**src/rtl/up_down_counter_mod.sv**
```systemverilog
// up_down_counter_mod
//   Parametrised up/down event counter. It has a programmable modulus,
//   wrap or saturate at the limits, a clock enable and a synchronous
//   parallel load. It also produces a registered terminal-count pulse and
//   sticky overflow/underflow flags.
//
// Parameters
//   WIDTH     counter width in bits (>= 2)
//   MAX_VAL   highest count value; the count range is 0..MAX_VAL
//   SATURATE  0 = wrap at the limits, 1 = hold at the limits
//
// Ports
//   clk        rising-edge clock
//   reset      asynchronous, active-high reset
//   en         count enable
//   up_down    direction: 1 = up, 0 = down
//   load       synchronous parallel load strobe (has priority over en)
//   load_val   value to load, clamped to MAX_VAL
//   clr_flags  synchronous clear of ovf/udf (a same-edge limit event wins)
//   count      current count, registered
//   tc         one-cycle pulse following each limit event
//   ovf        sticky overflow flag (up limit event)
//   udf        sticky underflow flag (down limit event)
module up_down_counter_mod #(
    parameter int               WIDTH    = 8,
    parameter logic [WIDTH-1:0] MAX_VAL  = {WIDTH{1'b1}},
    parameter int               SATURATE = 0
) (
    input  logic             clk,
    input  logic             reset,
    input  logic             en,
    input  logic             up_down,
    input  logic             load,
    input  logic [WIDTH-1:0] load_val,
    input  logic             clr_flags,
    output logic [WIDTH-1:0] count,
    output logic             tc,
    output logic             ovf,
    output logic             udf
);

    logic [WIDTH-1:0] count_nxt;
    logic             lim_up;
    logic             lim_dn;

    // The limit is detected on the current count before stepping. As a
    // result, no intermediate value ever needs more than WIDTH bits, and
    // MAX_VAL = 2**WIDTH-1 needs no special case.
    always_comb begin
        count_nxt = count;
        lim_up    = 1'b0;
        lim_dn    = 1'b0;
        if (load) begin
            count_nxt = (load_val > MAX_VAL) ? MAX_VAL : load_val;
        end else if (en) begin
            if (up_down) begin
                if (count == MAX_VAL) begin
                    lim_up    = 1'b1;
                    count_nxt = (SATURATE != 0) ? MAX_VAL : '0;
                end else begin
                    count_nxt = count + WIDTH'(1);
                end
            end else begin
                if (count == '0) begin
                    lim_dn    = 1'b1;
                    count_nxt = (SATURATE != 0) ? '0 : MAX_VAL;
                end else begin
                    count_nxt = count - WIDTH'(1);
                end
            end
        end
    end

    always_ff @(posedge clk or posedge reset) begin
        if (reset) begin
            count <= '0;
            tc    <= 1'b0;
            ovf   <= 1'b0;
            udf   <= 1'b0;
        end else begin
            count <= count_nxt;
            // In saturate mode, tc re-pulses on every enabled edge at the limit.
            tc    <= lim_up | lim_dn;
            // A set on the same edge overrides a clear.
            ovf   <= lim_up | (ovf & ~clr_flags);
            udf   <= lim_dn | (udf & ~clr_flags);
        end
    end

endmodule

```
**config.mk**
```make
export PLATFORM = sky130hd
export DESIGN_NAME = up_down_counter_mod
export DESIGN_NICKNAME = d
export VERILOG_FILES = /design/src/rtl/up_down_counter_mod.sv
export SDC_FILE = /design/constraint.sdc
export NUM_CORES = 1
export LEC_CHECK = 0
export BUFFER_PORTS_ARGS = -buffer_cell sky130_fd_sc_hd__buf_2
export CORE_UTILIZATION = 45
export CTS_BUF_LIST = sky130_fd_sc_hd__clkbuf_2 sky130_fd_sc_hd__clkbuf_4 sky130_fd_sc_hd__clkbuf_8
export DETAILED_ROUTE_END_ITERATION = 10
export PLACE_DENSITY = 0.67
export REMOVE_ABC_BUFFERS = 1
export SLEW_MARGIN = 25
export SYNTH_ARGS = -nofsm -noshare
export SYNTH_HDL_FRONTEND = slang
export SYNTH_SLANG_ARGS = --single-unit
```
**constraint.sdc**
```tcl
create_clock -name clk -period 3.8 [get_ports clk]
set_input_delay 0.76 -clock clk [delete_from_list [all_inputs] [get_ports clk]]
set_output_delay 0.76 -clock clk [all_outputs]
set_load 0.005 [all_outputs]
```
==> summary.md, run 1 <==
| Metric | Value |
|---|---|
| Most common library cell in the layout ignoring fill and taps | `sky130_fd_sc_hd__buf_2` |
| Final Non-Filler Cells | `151` |
| Most frequent cells in the layout | `sky130_fd_sc_hd__buf_2, sky130_fd_sc_hd__nand2_1, sky130_fd_sc_hd__a21oi_1, sky130_fd_sc_hd__dfrtp_1, sky130_fd_sc_hd__nor2_1` |
| Sort of element at the end of the critical path | `flop` |
| Worst supply voltage drop on vdd | `0.000183 V` |
| Final Critical Period | `1.87 ns` |
| Hold Buf Count CTS | `0` |
| Vias | `823` |
| Post-DRT Antenna Nets | `0` |
| Max Fanout on Critical Path | `9` |
| Power per cell area | `333 nW/um^2` |
| Layout Area Growth over Synthesis | `15.1%` |
| CTS root buf | `sky130_fd_sc_hd__clkbuf_4` |
| Part of the Yosys area used for sequential elements | `0.323` |
| Number of standard cells after synthesis | `105` |
| Minimum hold slack | `0.479 ns` |
| Total global routing track utilization | `0.207` |
| CP Class | `flop to flop` |
| Setup repair after global routing missed its margin | `no` |
| Final Power | `0.327 mW` |
| Clock network latency to the later pin of the worst-skew pair | `0.27 ns` |
| Number of setup violations in the final report | `0` |
| CTS-repair resized insts | `0` |
| Mean Syn Cell Area | `8.13 sq um` |
| Final number of max-transition violations | `0` |
| Final cell utilization of the core | `0.563` |
| Drt wl/cell | `12.5 microns` |
| Number of H-tree levels | `1` |
| Drt first pass iters | `4` |
| Min-delay worst type | `input pin to async pin` |
| Post CTS Setup Buffer Count | `0` |
| Count of maximum capacitance violations | `0` |
| Required time of the worst setup path | `3.96 ns` |
| Half-perimeter wire length of the detailed placement result | `1.36 mm` |
| Row count | `15` |
| Cell Area, Placed | `952 sq um` |
| Yosys warns | `0` |
| Reported leakage power | `0.463 nW` |
| Post-synth cell types | `38` |
| Flop and latch count out of synthesis | `11` |
| Fraction of synthesized cell area taken by the top area cell type | `0.323` |
| Finished layout cell area | `982 sq um` |
| Post-route DRC | `0` |
| Core area | `1750 sq um` |
| Total Routed Length | `1.89 mm` |
| Die span in y | `45.5 microns` |
| Sinks on the clock net | `11` |
| IO Pins | `25` |
| Setup_tns | `0 ns` |
| Die Footprint | `2070 sq um` |
| Number of clock buffers inserted by TritonCTS | `3` |
| Ranking of synthesized cells by area | `sky130_fd_sc_hd__dfrtp_1, sky130_fd_sc_hd__a21oi_1, sky130_fd_sc_hd__nand2_1, sky130_fd_sc_hd__ha_1, sky130_fd_sc_hd__nor2_1` |
| Part of the cycle the worst path needs | `0.493` |
| Number of antenna diodes | `0` |
| Achievable Freq | `534 MHz` |
| Total gr overflow | `0` |
| Net count of the finished layout | `144` |
| Chip Width | `45.5 microns` |
| Effective utilization at floorplan | `0.489` |
| Fraction of layout instances using a drive strength above 1 | `0.246` |
| Launching element type of the critical path | `flop` |
| Number of buffers between clock root and the deepest sink | `2` |
| Number of antenna violations at the first check in global routing | `0` |
| Leading area contributor after synthesis | `sky130_fd_sc_hd__dfrtp_1` |
| Signal arrival time at the worst endpoint | `2.04 ns` |
| DRT iter0 DRCs | `12` |
| Summed instance area of the synthesized netlist | `853 sq um` |
| Vias per cell | `5.45` |
| Worst Setup Slack post-DPL | `1.71 ns` |
| Worst Skew | `0.00220 ns` |
| Count of input and output buffers | `24` |
| Relative slew margins | `0.706` |
| TritonCTS clock tree | `built` |
| Worst-case register-to-register setup slack | `1.93 ns` |
| Least-Margin Pin Slew | `0.440 ns` |
| Largest net degree at the start of global routing | `20` |
| First-pass GRT wire length | `3.09 mm` |
| Final Hold Violating Endpoints | `0` |
| Run status | `finished clean` |
| Via count of the first global-routing pass | `699` |
| Final RePlAce weighted congestion | `0.780` |
| Final worst-path setup slack | `1.93 ns` |
| Cell total after placement | `147` |
| Clock-pin slew on the worst setup and hold paths | `0.07 ns` |
==> cells by family (layout without fill, tap and decap cells) <==
family | Yosys count | after routing | synth area share
multiplexers | 2 | 2 | 0.0235
AND/OR/NAND/NOR | 43 | 43 | 0.277
AO/OA/AOI/OAI | 29 | 29 | 0.210
buffers and inverters | 14 | 35 | 0.0924
adder cells (fa/ha/maj) | 3 | 3 | 0.0440
flip-flops | 11 | 11 | 0.323
XOR/XNOR | 3 | 3 | 0.0308
==> Yosys cell counts <==
master and n:
sky130_fd_sc_hd__or3_1 1, sky130_fd_sc_hd__a211oi_1 1, sky130_fd_sc_hd__inv_1 7, sky130_fd_sc_hd__ha_1 3, sky130_fd_sc_hd__dfrtp_1 11, sky130_fd_sc_hd__nand2b_1 3, sky130_fd_sc_hd__a41o_1 1, sky130_fd_sc_hd__nor2_1 10
sky130_fd_sc_hd__or3_4 1, sky130_fd_sc_hd__nand2_1 11, sky130_fd_sc_hd__xnor2_1 2, sky130_fd_sc_hd__o22ai_1 3, sky130_fd_sc_hd__nand4_1 2, sky130_fd_sc_hd__nor4b_1 2, sky130_fd_sc_hd__nor4_1 1, sky130_fd_sc_hd__nand4b_1 1
sky130_fd_sc_hd__nor4_2 1, sky130_fd_sc_hd__nor2b_1 1, sky130_fd_sc_hd__xor2_1 1, sky130_fd_sc_hd__a21boi_1 1, sky130_fd_sc_hd__mux2i_1 2, sky130_fd_sc_hd__a21boi_0 1, sky130_fd_sc_hd__nand4_2 1, sky130_fd_sc_hd__o31ai_1 3
sky130_fd_sc_hd__o21ai_1 2, sky130_fd_sc_hd__o32ai_1 1, sky130_fd_sc_hd__a31oi_1 1, sky130_fd_sc_hd__buf_4 1, sky130_fd_sc_hd__o21ai_0 2, sky130_fd_sc_hd__buf_6 1, sky130_fd_sc_hd__o211ai_1 1, sky130_fd_sc_hd__nand3_1 4
sky130_fd_sc_hd__buf_2 4, sky130_fd_sc_hd__a21oi_1 11, sky130_fd_sc_hd__and4b_1 1, sky130_fd_sc_hd__a21o_1 1, sky130_fd_sc_hd__nor3_1 3, sky130_fd_sc_hd__clkbuf_8 1
==> layout make-up <==
| class | instances | area [sq um] |
|---|---|---|
| flip-flops and latches | 11 | 275 |
| fillers | 183 | 763 |
| clock buffers | 4 | 30.0 |
| inverters | 7 | 26.3 |
| well taps | 25 | 31.3 |
| repair buffers | 24 | 120 |
| multi-input cells | 80 | 499 |
==> power by group <==
group	leakage [nW]	total, mW	internal (mW)	switching (mW)
Sequential	0.137	0.154	0.127	0.0266
Combinational	0.307	0.0853	0.0411	0.0442
Clock	0.0184	0.0886	0.0477	0.0409
==> layer usage <==
metal / vias up / track usage / wire (microns)
met3: 3 / 0.0357 / 85
met5: - / 0 / 0
li1: 419 / - / -
met1: 374 / 0.278 / 931
met2: 27 / 0.331 / 856
met4: 0 / 0.0727 / 14
==> registers in the layout (all words and copies together) (netlist names) <==
signal and count:
count 8, ovf 1, tc 1, udf 1
==> critical path: stages, from the launching register on <==
cell,delay [ns]
sky130_fd_sc_hd__dfrtp_1,0.53
sky130_fd_sc_hd__ha_1,0.31
sky130_fd_sc_hd__nand3_1,0.16
sky130_fd_sc_hd__or3_4,0.37
sky130_fd_sc_hd__a21boi_1,0.16
sky130_fd_sc_hd__a211oi_1,0.08
sky130_fd_sc_hd__a21o_1,0.16
==> worst paths after layout <==
kind	cells after the start	start	end
max	6	count[0]	count[0]
min	2	reset	count[1]
max reg2reg	6	count[0]	count[0]
min reg2reg	2	ovf	ovf
max in group asynchronous	2	reset	udf
min in group clk	2	ovf	ovf
Power figures use the tool's default switching activity.
==> run 2, diff against run 1 <==
--- a/config.mk
+++ b/config.mk
@@ -5,11 +5,12 @@
 export SDC_FILE = /design/constraint.sdc
 export NUM_CORES = 1
 export LEC_CHECK = 0
+export ABC_AREA = 1
 export BUFFER_PORTS_ARGS = -buffer_cell sky130_fd_sc_hd__buf_2
 export CORE_UTILIZATION = 45
 export CTS_BUF_LIST = sky130_fd_sc_hd__clkbuf_2 sky130_fd_sc_hd__clkbuf_4 sky130_fd_sc_hd__clkbuf_8
 export DETAILED_ROUTE_END_ITERATION = 10
-export PLACE_DENSITY = 0.67
+export PLACE_DENSITY = 0.66
 export REMOVE_ABC_BUFFERS = 1
 export SLEW_MARGIN = 25
 export SYNTH_ARGS = -nofsm -noshare
==> constraint.sdc (replaced) <==
create_clock -name clk -period 1.8 [get_ports clk]
set_input_delay 0.36 -clock clk [delete_from_list [all_inputs] [get_ports clk]]
set_output_delay 0.36 -clock clk [all_outputs]
set_load 0.005 [all_outputs]
==> run 2 against run 1 <==
  * Setup slack got worse by 1.7 ns
  * Sequential share of layout area decreased by 2.5 points
  * First-iteration DRC count increased to 2.6 times the previous value
  * Clock skew increased by 0.0046 ns
  * Sequential power increased by 110%
  * Fmax increased by 16%
  * Flip-flop and latch count unchanged
  * Cell area increased by 9.8%
  * Count of clock-buffer cells in the layout unchanged
==> summary.md, run 2 <==
| Metric | Value |
|---|---|
| Max Fanout on Critical Path | `6 (-3)` |
| Row count | `16 (+1)` |
| Required time of the worst setup path | `2.01 ns (-1.95 ns)` |
| Final Hold Violating Endpoints | `0 (unchanged)` |
| IO Pins | `25 (unchanged)` |
| Number of flip-flops in the largest register | `8 (unchanged)` |
| Total global routing track utilization | `0.249 (+0.0419)` |
| Count of input and output buffers | `24 (unchanged)` |
| Part of the Yosys area used for sequential elements | `0.296 (-0.0269)` |
| Worst Skew | `0.00680 ns (+0.00460 ns)` |
| Leading area contributor after synthesis | `sky130_fd_sc_hd__dfrtp_1` |
| GR peak layer | `met2` |
| Net load switching power | `0.293 mW (+160%)` |
| Vias | `993 (+21%)` |
| Power per cell area | `707 nW/um^2 (+110%)` |
| Largest net degree at the start of global routing | `14 (-30%)` |
| Min-delay worst type | `input pin to async pin` |
| Drt first pass iters | `4 (unchanged)` |
| Flop and latch count out of synthesis | `11 (unchanged)` |
| Drt wl/cell | `11.6 microns (-7.1%)` |
| Signal arrival time at the worst endpoint | `1.82 ns (-0.22 ns)` |
| Clock network latency to the later pin of the worst-skew pair | `0.27 ns (about the same)` |
| Chip Width | `47.5 microns (+4.2%)` |
| Fraction of layout instances using a drive strength above 1 | `0.221 (-0.0251)` |
| Final Non-Filler Cells | `199 (+32%)` |
| CTS root buf | `sky130_fd_sc_hd__clkbuf_4` |
| Via count of the first global-routing pass | `843 (+21%)` |
| CTS-repair resized insts | `0 (unchanged)` |
| Final Critical Period | `1.61 ns (-0.260 ns)` |
| Internal | `0.470 mW (+120%)` |
| Post-synth cell types | `16 (-58%)` |
| Number of clock buffers inserted by TritonCTS | `3 (unchanged)` |
| Final number of max-transition violations | `0 (unchanged)` |
| Worst supply voltage drop on vdd | `0.000507 V (+180%)` |
| Sinks on the clock net | `11 (unchanged)` |
| Part of the cycle the worst path needs | `0.896 (+0.403)` |
| Relative slew margins | `0.706 (about the same)` |
| Fraction of synthesized cell area taken by the top area cell type | `0.296 (-0.0269)` |
| Clock network fraction of design power | `0.247 (-0.024)` |
| Logic pwr share | `0.323 (+0.063)` |
| Post-DRT Antenna Nets | `0 (unchanged)` |
| Number of antenna violations at the first check in global routing | `0 (unchanged)` |
| Reported leakage power | `0.587 nW (+27%)` |
| Met1 demand-to-capacity share in global routing | `0.355 (+0.0771)` |
| Most common library cell in the layout ignoring fill and taps | `sky130_fd_sc_hd__nand2_1` |
| Total Routed Length | `2.31 mm (+22%)` |
| Final-layout fill cell count | `215 (+17%)` |
| Met3 usage in global routing | `0.0340 (-0.00175)` |
| Number of setup violations in the final report | `0 (unchanged)` |
| Final RePlAce weighted congestion | `0.859 (+10%)` |
| CP Class | `flop to flop` |
| Least-Margin Pin Slew | `0.441 ns (+0.000886 ns)` |
| Mean Syn Cell Area | `6.29 sq um (-23%)` |
| Most frequent cells in the layout | `sky130_fd_sc_hd__nand2_1, sky130_fd_sc_hd__buf_2, sky130_fd_sc_hd__nor2_1` |
| Number of buffers between clock root and the deepest sink | `2 (unchanged)` |
| Layout Area Growth over Synthesis | `15.9%` |
| Count of maximum capacitance violations | `0 (unchanged)` |
| Setup_tns | `0 ns (unchanged)` |
| Summed instance area of the synthesized netlist | `931 sq um (+9.1%)` |
| Minimum hold slack | `0.0728 ns (-0.406 ns)` |
| TritonCTS clock tree | `built` |
| Portion of total power attributed to sequential cells | `0.431 (-0.038)` |
| Yosys warns | `0 (unchanged)` |
| Count of flip-flops with a built-in enable after synthesis | `0 (unchanged)` |
| Final cell utilization of the core | `0.550 (-0.0130)` |
| Most common cell in the netlist | `sky130_fd_sc_hd__nand2_1` |
| Cell Area, Placed | `1050 sq um (+10%)` |
| First-pass GRT wire length | `3.85 mm (+25%)` |
| Post-synth top cells | `sky130_fd_sc_hd__nand2_1, sky130_fd_sc_hd__nor2_1, sky130_fd_sc_hd__nand3_1` |
| Most common flop cell mapped by yosys | `sky130_fd_sc_hd__dfrtp_1` |
| Die span in y | `47.5 microns (+4.2%)` |
| Largest reg by FF count | `count` |
| Post CTS Setup Buffer Count | `0 (unchanged)` |
| Sort of element at the end of the critical path | `flop` |
| Number of standard cells after synthesis | `148 (+41%)` |
| Launching element type of the critical path | `flop` |
| Number of H-tree levels | `1 (unchanged)` |
| Run status | `finished clean` |
| Post-route DRC | `0 (unchanged)` |
| Clock-pin slew on the worst setup and hold paths | `0.08 ns (about the same)` |
| Cell total after placement | `195 (+33%)` |
| Finished layout cell area | `1080 sq um (+9.8%)` |
| Ranking of synthesized cells by area | `sky130_fd_sc_hd__dfrtp_1, sky130_fd_sc_hd__nand2_1, sky130_fd_sc_hd__nand3_1, sky130_fd_sc_hd__nor2_1, sky130_fd_sc_hd__inv_1` |
| Half-perimeter wire length of the detailed placement result | `1.81 mm (+33%)` |
| Number of antenna diodes | `0 (unchanged)` |
| Net count of the finished layout | `190 (+32%)` |
| Grt met2 use | `0.386 (+0.0549)` |
| Hold Buf Count CTS | `0 (unchanged)` |
| Setup repair after global routing missed its margin | `no` |
| Die Footprint | `2250 sq um (+8.7%)` |
| Async S/R FF share, synth | `1.00 (unchanged)` |
| Effective utilization at floorplan | `0.474 (-0.0144)` |
| Total gr overflow | `0 (unchanged)` |
| DRT iter0 DRCs | `31 (+19)` |
| Achievable Freq | `620 MHz (+16%)` |
| Core area | `1960 sq um (+12%)` |
| Sw Ratio | `0.384 (+0.0424)` |
| Vias per cell | `4.99 (-8.4%)` |
## run 2: changes by cell type after synthesis, moves of 6 or more
| cell | previous run | this run |
|---|---|---|
| sky130_fd_sc_hd__a21oi_1 | 11 | 2 |
| sky130_fd_sc_hd__inv_1 | 7 | 16 |
| sky130_fd_sc_hd__nand2_1 | 11 | 46 |
| sky130_fd_sc_hd__nand3_1 | 4 | 18 |
| sky130_fd_sc_hd__nor2_1 | 10 | 21 |
| sky130_fd_sc_hd__nor2_2 | 0 | 6 |
| sky130_fd_sc_hd__o21ai_0 | 2 | 8 |
## run 2: final timing paths
path / slack (ns) / startpoint / depth (start not counted) / endpoint
max: 0.19 / count[0] / 10 / count[6]
min: 0.07 / reset / 2 / count[2]
max reg2reg: 0.19 / count[0] / 10 / count[6]
min reg2reg: 0.54 / udf / 2 / udf
max in group asynchronous: 1.42 / reset / 2 / tc
min in group clk: 0.28 / clr_flags / 2 / ovf
## run 2: worst max-delay path, cell delays in order, from the launching register on
cell and delay, ns:
sky130_fd_sc_hd__dfrtp_1 0.45, sky130_fd_sc_hd__inv_1 0.17, sky130_fd_sc_hd__ha_1 0.19, sky130_fd_sc_hd__inv_1 0.05, sky130_fd_sc_hd__nor2_1 0.16, sky130_fd_sc_hd__nand2_1 0.09, sky130_fd_sc_hd__o21ai_0 0.15, sky130_fd_sc_hd__nand3_1 0.09
sky130_fd_sc_hd__nand3_1 0.09, sky130_fd_sc_hd__nand2_1 0.05, sky130_fd_sc_hd__nand2_1 0.05
## run 2: layer usage
metal  vias up  part of all wire
li1        519                 -
met1       440              0.48
met2        29              0.46
met3         5             0.041
met4         0             0.015
met5         -                 0
## run 2: kinds of logic after synthesis
logic type | Yosys count | synth area share
and+or+nand+nor | 98 | 0.454
buffers and inverters | 21 | 0.112
AOI/OAI and AO/OA | 13 | 0.0793
DFF | 11 | 0.296
xor gates and xnor gates | 2 | 0.0188
adders and majority gates | 3 | 0.0403
## run 2: power by group through the flow
stage / Combinational [mW] / Clock (mW) / Sequential (mW)
after floorplan: 0.164 / 0 / 0.322
after global placement: 0.245 / 0 / 0.332
after CTS: 0.247 / 0.197 / 0.328
after detailed placement: 0.245 / 0 / 0.333
after global routing: 0.286 / 0.214 / 0.334
final: 0.246 / 0.188 / 0.328
## run 2: final cells by class
class / instances / area [sq um] / share of cell area
clock buffer: 4 / 30.0 / 0.0278
inverter: 16 / 60.1 / 0.0557
multi-input combinational: 116 / 552 / 0.512
sequential: 11 / 275 / 0.255
tap: 27 / 33.8 / 0.0313
timing repair buffer: 25 / 128 / 0.118
## run 2: stage by stage
| stage | total power, mW | setup WS [ns] |
|---|---|---|
| 2_1_floorplan | 0.486 | 0.402 |
| 4_1_cts | 0.772 | 0.188 |
| 3_3_place_gp | 0.578 | 0.246 |
| 5_1_grt | 0.834 | 0.0330 |
| 6_report | 0.763 | 0.188 |
| 3_5_place_dp | 0.579 | 0.210 |
==> run 3, diff against run 2 <==
--- a/config.mk
+++ b/config.mk
@@ -5,12 +5,11 @@
 export SDC_FILE = /design/constraint.sdc
 export NUM_CORES = 1
 export LEC_CHECK = 0
-export ABC_AREA = 1
 export BUFFER_PORTS_ARGS = -buffer_cell sky130_fd_sc_hd__buf_2
 export CORE_UTILIZATION = 45
 export CTS_BUF_LIST = sky130_fd_sc_hd__clkbuf_2 sky130_fd_sc_hd__clkbuf_4 sky130_fd_sc_hd__clkbuf_8
 export DETAILED_ROUTE_END_ITERATION = 10
-export PLACE_DENSITY = 0.66
+export PLACE_DENSITY = 0.67
 export REMOVE_ABC_BUFFERS = 1
 export SLEW_MARGIN = 25
 export SYNTH_ARGS = -nofsm -noshare
==> run 3 against run 2 <==
  * Largest cell class unchanged
  * Flip-flop and latch count did not move
  * Die area fell by 8.0%
  * Critical path depth fell by 5
  * Worst hold slack improved by 0.0027 ns
  * Power fell by 5.2%
  * Clock skew fell by 0.0025 ns
  * Setup slack got worse by 0.074 ns
  * Combinational power fell by 7%
==> summary.md, run 3 (synthesis results as in run 1) <==
| Metric | Value |
|---|---|
| Clock-pin slew on the worst setup and hold paths | `0.07 ns (about the same)` |
| Reported leakage power | `0.496 nW (-15%)` |
| Die Footprint | `2070 sq um (-8.0%)` |
| Standard cell with the maximum stage delay on the critical path | `sky130_fd_sc_hd__dfrtp_1` |
| Number of clock buffers inserted by TritonCTS | `3 (unchanged)` |
| Run status | `finished clean` |
| Setup repair after global routing missed its margin | `no` |
| Critical-path cell list | `nor4_2, nand4_2, a21boi_1, a211oi_1, a21o_1` |
| First-pass GRT wire length | `3.41 mm (-11%)` |
| Signal arrival time at the worst endpoint | `1.91 ns (+0.09 ns)` |
| Maximum cell stage delay along the critical path | `0.47 ns (+0.02 ns)` |
| Post CTS Setup Buffer Count | `0 (unchanged)` |
| Total global routing track utilization | `0.226 (-0.0226)` |
| Count of maximum capacitance violations | `0 (unchanged)` |
| Most frequent cells in the layout | `sky130_fd_sc_hd__buf_2, sky130_fd_sc_hd__nand2_1, sky130_fd_sc_hd__a21oi_1, sky130_fd_sc_hd__dfrtp_1, sky130_fd_sc_hd__nor2_1` |
| Fraction of layout instances using a drive strength above 1 | `0.286 (+0.0648)` |
| Net count of the finished layout | `151 (-21%)` |
| Hold Buf Count CTS | `0 (unchanged)` |
| Total gr overflow | `0 (unchanged)` |
| Drt wl/cell | `12.9 microns (+11%)` |
| DRT iter0 DRCs | `34 (+9.7%)` |
| Via count of the first global-routing pass | `809 (-4.0%)` |
| Power per cell area | `699 nW/um^2 (-1.2%)` |
| Sort of element at the end of the critical path | `flop` |
| Setup_tns | `0 ns (unchanged)` |
| Final number of max-transition violations | `0 (unchanged)` |
| Count of input and output buffers | `24 (unchanged)` |
| Sinks on the clock net | `11 (unchanged)` |
| FF+latch area | `275 sq um (unchanged)` |
| Cell Area, Placed | `1000 sq um (-4.2%)` |
| Required time of the worst setup path | `2.02 ns (about the same)` |
| Final-layout fill cell count | `165 (-23%)` |
| Final Hold Violating Endpoints | `0 (unchanged)` |
| Finished layout cell area | `1030 sq um (-4.1%)` |
| Effective utilization at floorplan | `0.489 (+0.0144)` |
| Cell count of the worst reg-to-reg path | `5 (-5)` |
| Number of antenna violations at the first check in global routing | `0 (unchanged)` |
| Final Critical Period | `1.69 ns (+0.0741 ns)` |
| Post-route DRC | `0 (unchanged)` |
| Part of the cycle the worst path needs | `0.937 (+0.0412)` |
| Post-DRT Antenna Nets | `0 (unchanged)` |
| Chip Width | `45.5 microns (-4.1%)` |
| Worst setup endpoint | `count[0]` |
| CTS root buf | `sky130_fd_sc_hd__clkbuf_4` |
| Minimum hold slack | `0.0755 ns (+0.00275 ns)` |
| Vias | `897 (-9.7%)` |
| Total Routed Length | `2.04 mm (-12%)` |
| Number of antenna diodes | `0 (unchanged)` |
| Capture instance of the worst register-to-register path | `count[0]` |
| Relative slew margins | `0.698 (-0.00787)` |
| Max Fanout on Critical Path | `8 (+2)` |
| Final Power | `0.723 mW (-5.2%)` |
| Crit. Startpoint | `count[6]` |
| Launching element type of the critical path | `flop` |
| Reg2Reg Launch Point | `count[6]` |
| Min-delay worst type | `input pin to async pin` |
| Half-perimeter wire length of the detailed placement result | `1.53 mm (-16%)` |
| Worst Skew | `0.00435 ns (-0.00245 ns)` |
| Final RePlAce weighted congestion | `0.842 (-2.0%)` |
| Least-Margin Pin Slew | `0.453 ns (+0.0118 ns)` |
| Worst-case register-to-register setup slack | `0.11 ns (-0.07 ns)` |
| Clock network latency to the later pin of the worst-skew pair | `0.27 ns (about the same)` |
| Number of flip-flops in the largest register | `8 (unchanged)` |
| Core area | `1750 sq um (-11%)` |
| Vias per cell | `5.68 (+14%)` |
| CTS-repair resized insts | `0 (unchanged)` |
| Largest net degree at the start of global routing | `20 (+6)` |
| CP Class | `flop to flop` |
| Number of setup violations in the final report | `0 (unchanged)` |
| Number of H-tree levels | `1 (unchanged)` |
| Area occupied by multi-input gates | `499 sq um (-9.5%)` |
| Number of buffers between clock root and the deepest sink | `2 (unchanged)` |
| Layout Area Growth over Synthesis | `21.3%` |
| Drt first pass iters | `4 (unchanged)` |
| Achievable Freq | `593 MHz (-4.4%)` |
| Most common library cell in the layout ignoring fill and taps | `sky130_fd_sc_hd__buf_2` |
| Worst supply voltage drop on vdd | `0.000584 V (+15%)` |
| Largest reg by FF count | `count` |
| IO Pins | `25 (unchanged)` |
| Row count | `15 (-1)` |
| TritonCTS clock tree | `built` |
| Die span in y | `45.5 microns (-4.1%)` |
==> run 3: changes by cell type in the layout (fill, tap and decap cells not counted), moves of 3 or more <==
cell,previous run,this run
sky130_fd_sc_hd__nor2_2,6,0
sky130_fd_sc_hd__inv_1,16,7
sky130_fd_sc_hd__nand2b_1,0,3
sky130_fd_sc_hd__nand4_1,5,2
sky130_fd_sc_hd__o21ai_0,8,2
sky130_fd_sc_hd__nand2_1,46,11
sky130_fd_sc_hd__nor2_1,21,10
sky130_fd_sc_hd__o31ai_1,0,3
sky130_fd_sc_hd__nor3_1,0,3
sky130_fd_sc_hd__nand3_1,18,4
sky130_fd_sc_hd__a21oi_1,2,11
sky130_fd_sc_hd__buf_4,1,7
sky130_fd_sc_hd__o22ai_1,0,3
==> run 3: cell type report <==
class,instances,area share
sequential,11,0.266
multi-input combinational,80,0.482
inverter,7,0.0254
clock buffer,4,0.0290
timing repair buffer,31,0.167
tap,25,0.0302
==> run 3: worst min-delay path by stage <==
stage                     start        to  cells past startpoint
final                     reset  count[2]                      2
after global routing      reset  count[2]                      2
after CTS                 reset  count[2]                      2
after detailed placement  reset  count[2]                      2
after global placement    reset  count[2]                      2
after floorplan           reset  count[0]                      1
==> run 3: layer usage <==
metal  global-route usage  routed length, microns
met5                    0                       0
met4               0.0364                       9
met3               0.0714                     159
met2                0.389                     997
met1                0.279                     869
==> run 3: stage by stage <==
stage | utilization | cells | setup WS (ns)
after floorplan | - | 98 | 0.165
after global placement | 0.576 | 154 | 0.108
after detailed placement | 0.576 | 154 | 0.132
after CTS | 0.593 | 158 | 0.104
after global routing | 0.593 | 158 | 0.00442
final | 0.593 | 158 | 0.114
==> run 3: report_power, final <==
part           switching (mW)  leakage, nW  total (mW)  internal (mW)
clock network          0.0877       0.0184       0.189          0.101
registers              0.0361        0.137       0.304          0.268
logic                   0.122        0.341       0.230          0.108
total                   0.246        0.496       0.723          0.477
==> run 3: critical path, delay by kind of cell, from the launching register on <==
family / cells / cell delay [ns]
AOI/OAI and AO/OA: 3 / 0.54
DFF: 1 / 0.47
and+or+nand+nor: 2 / 0.63
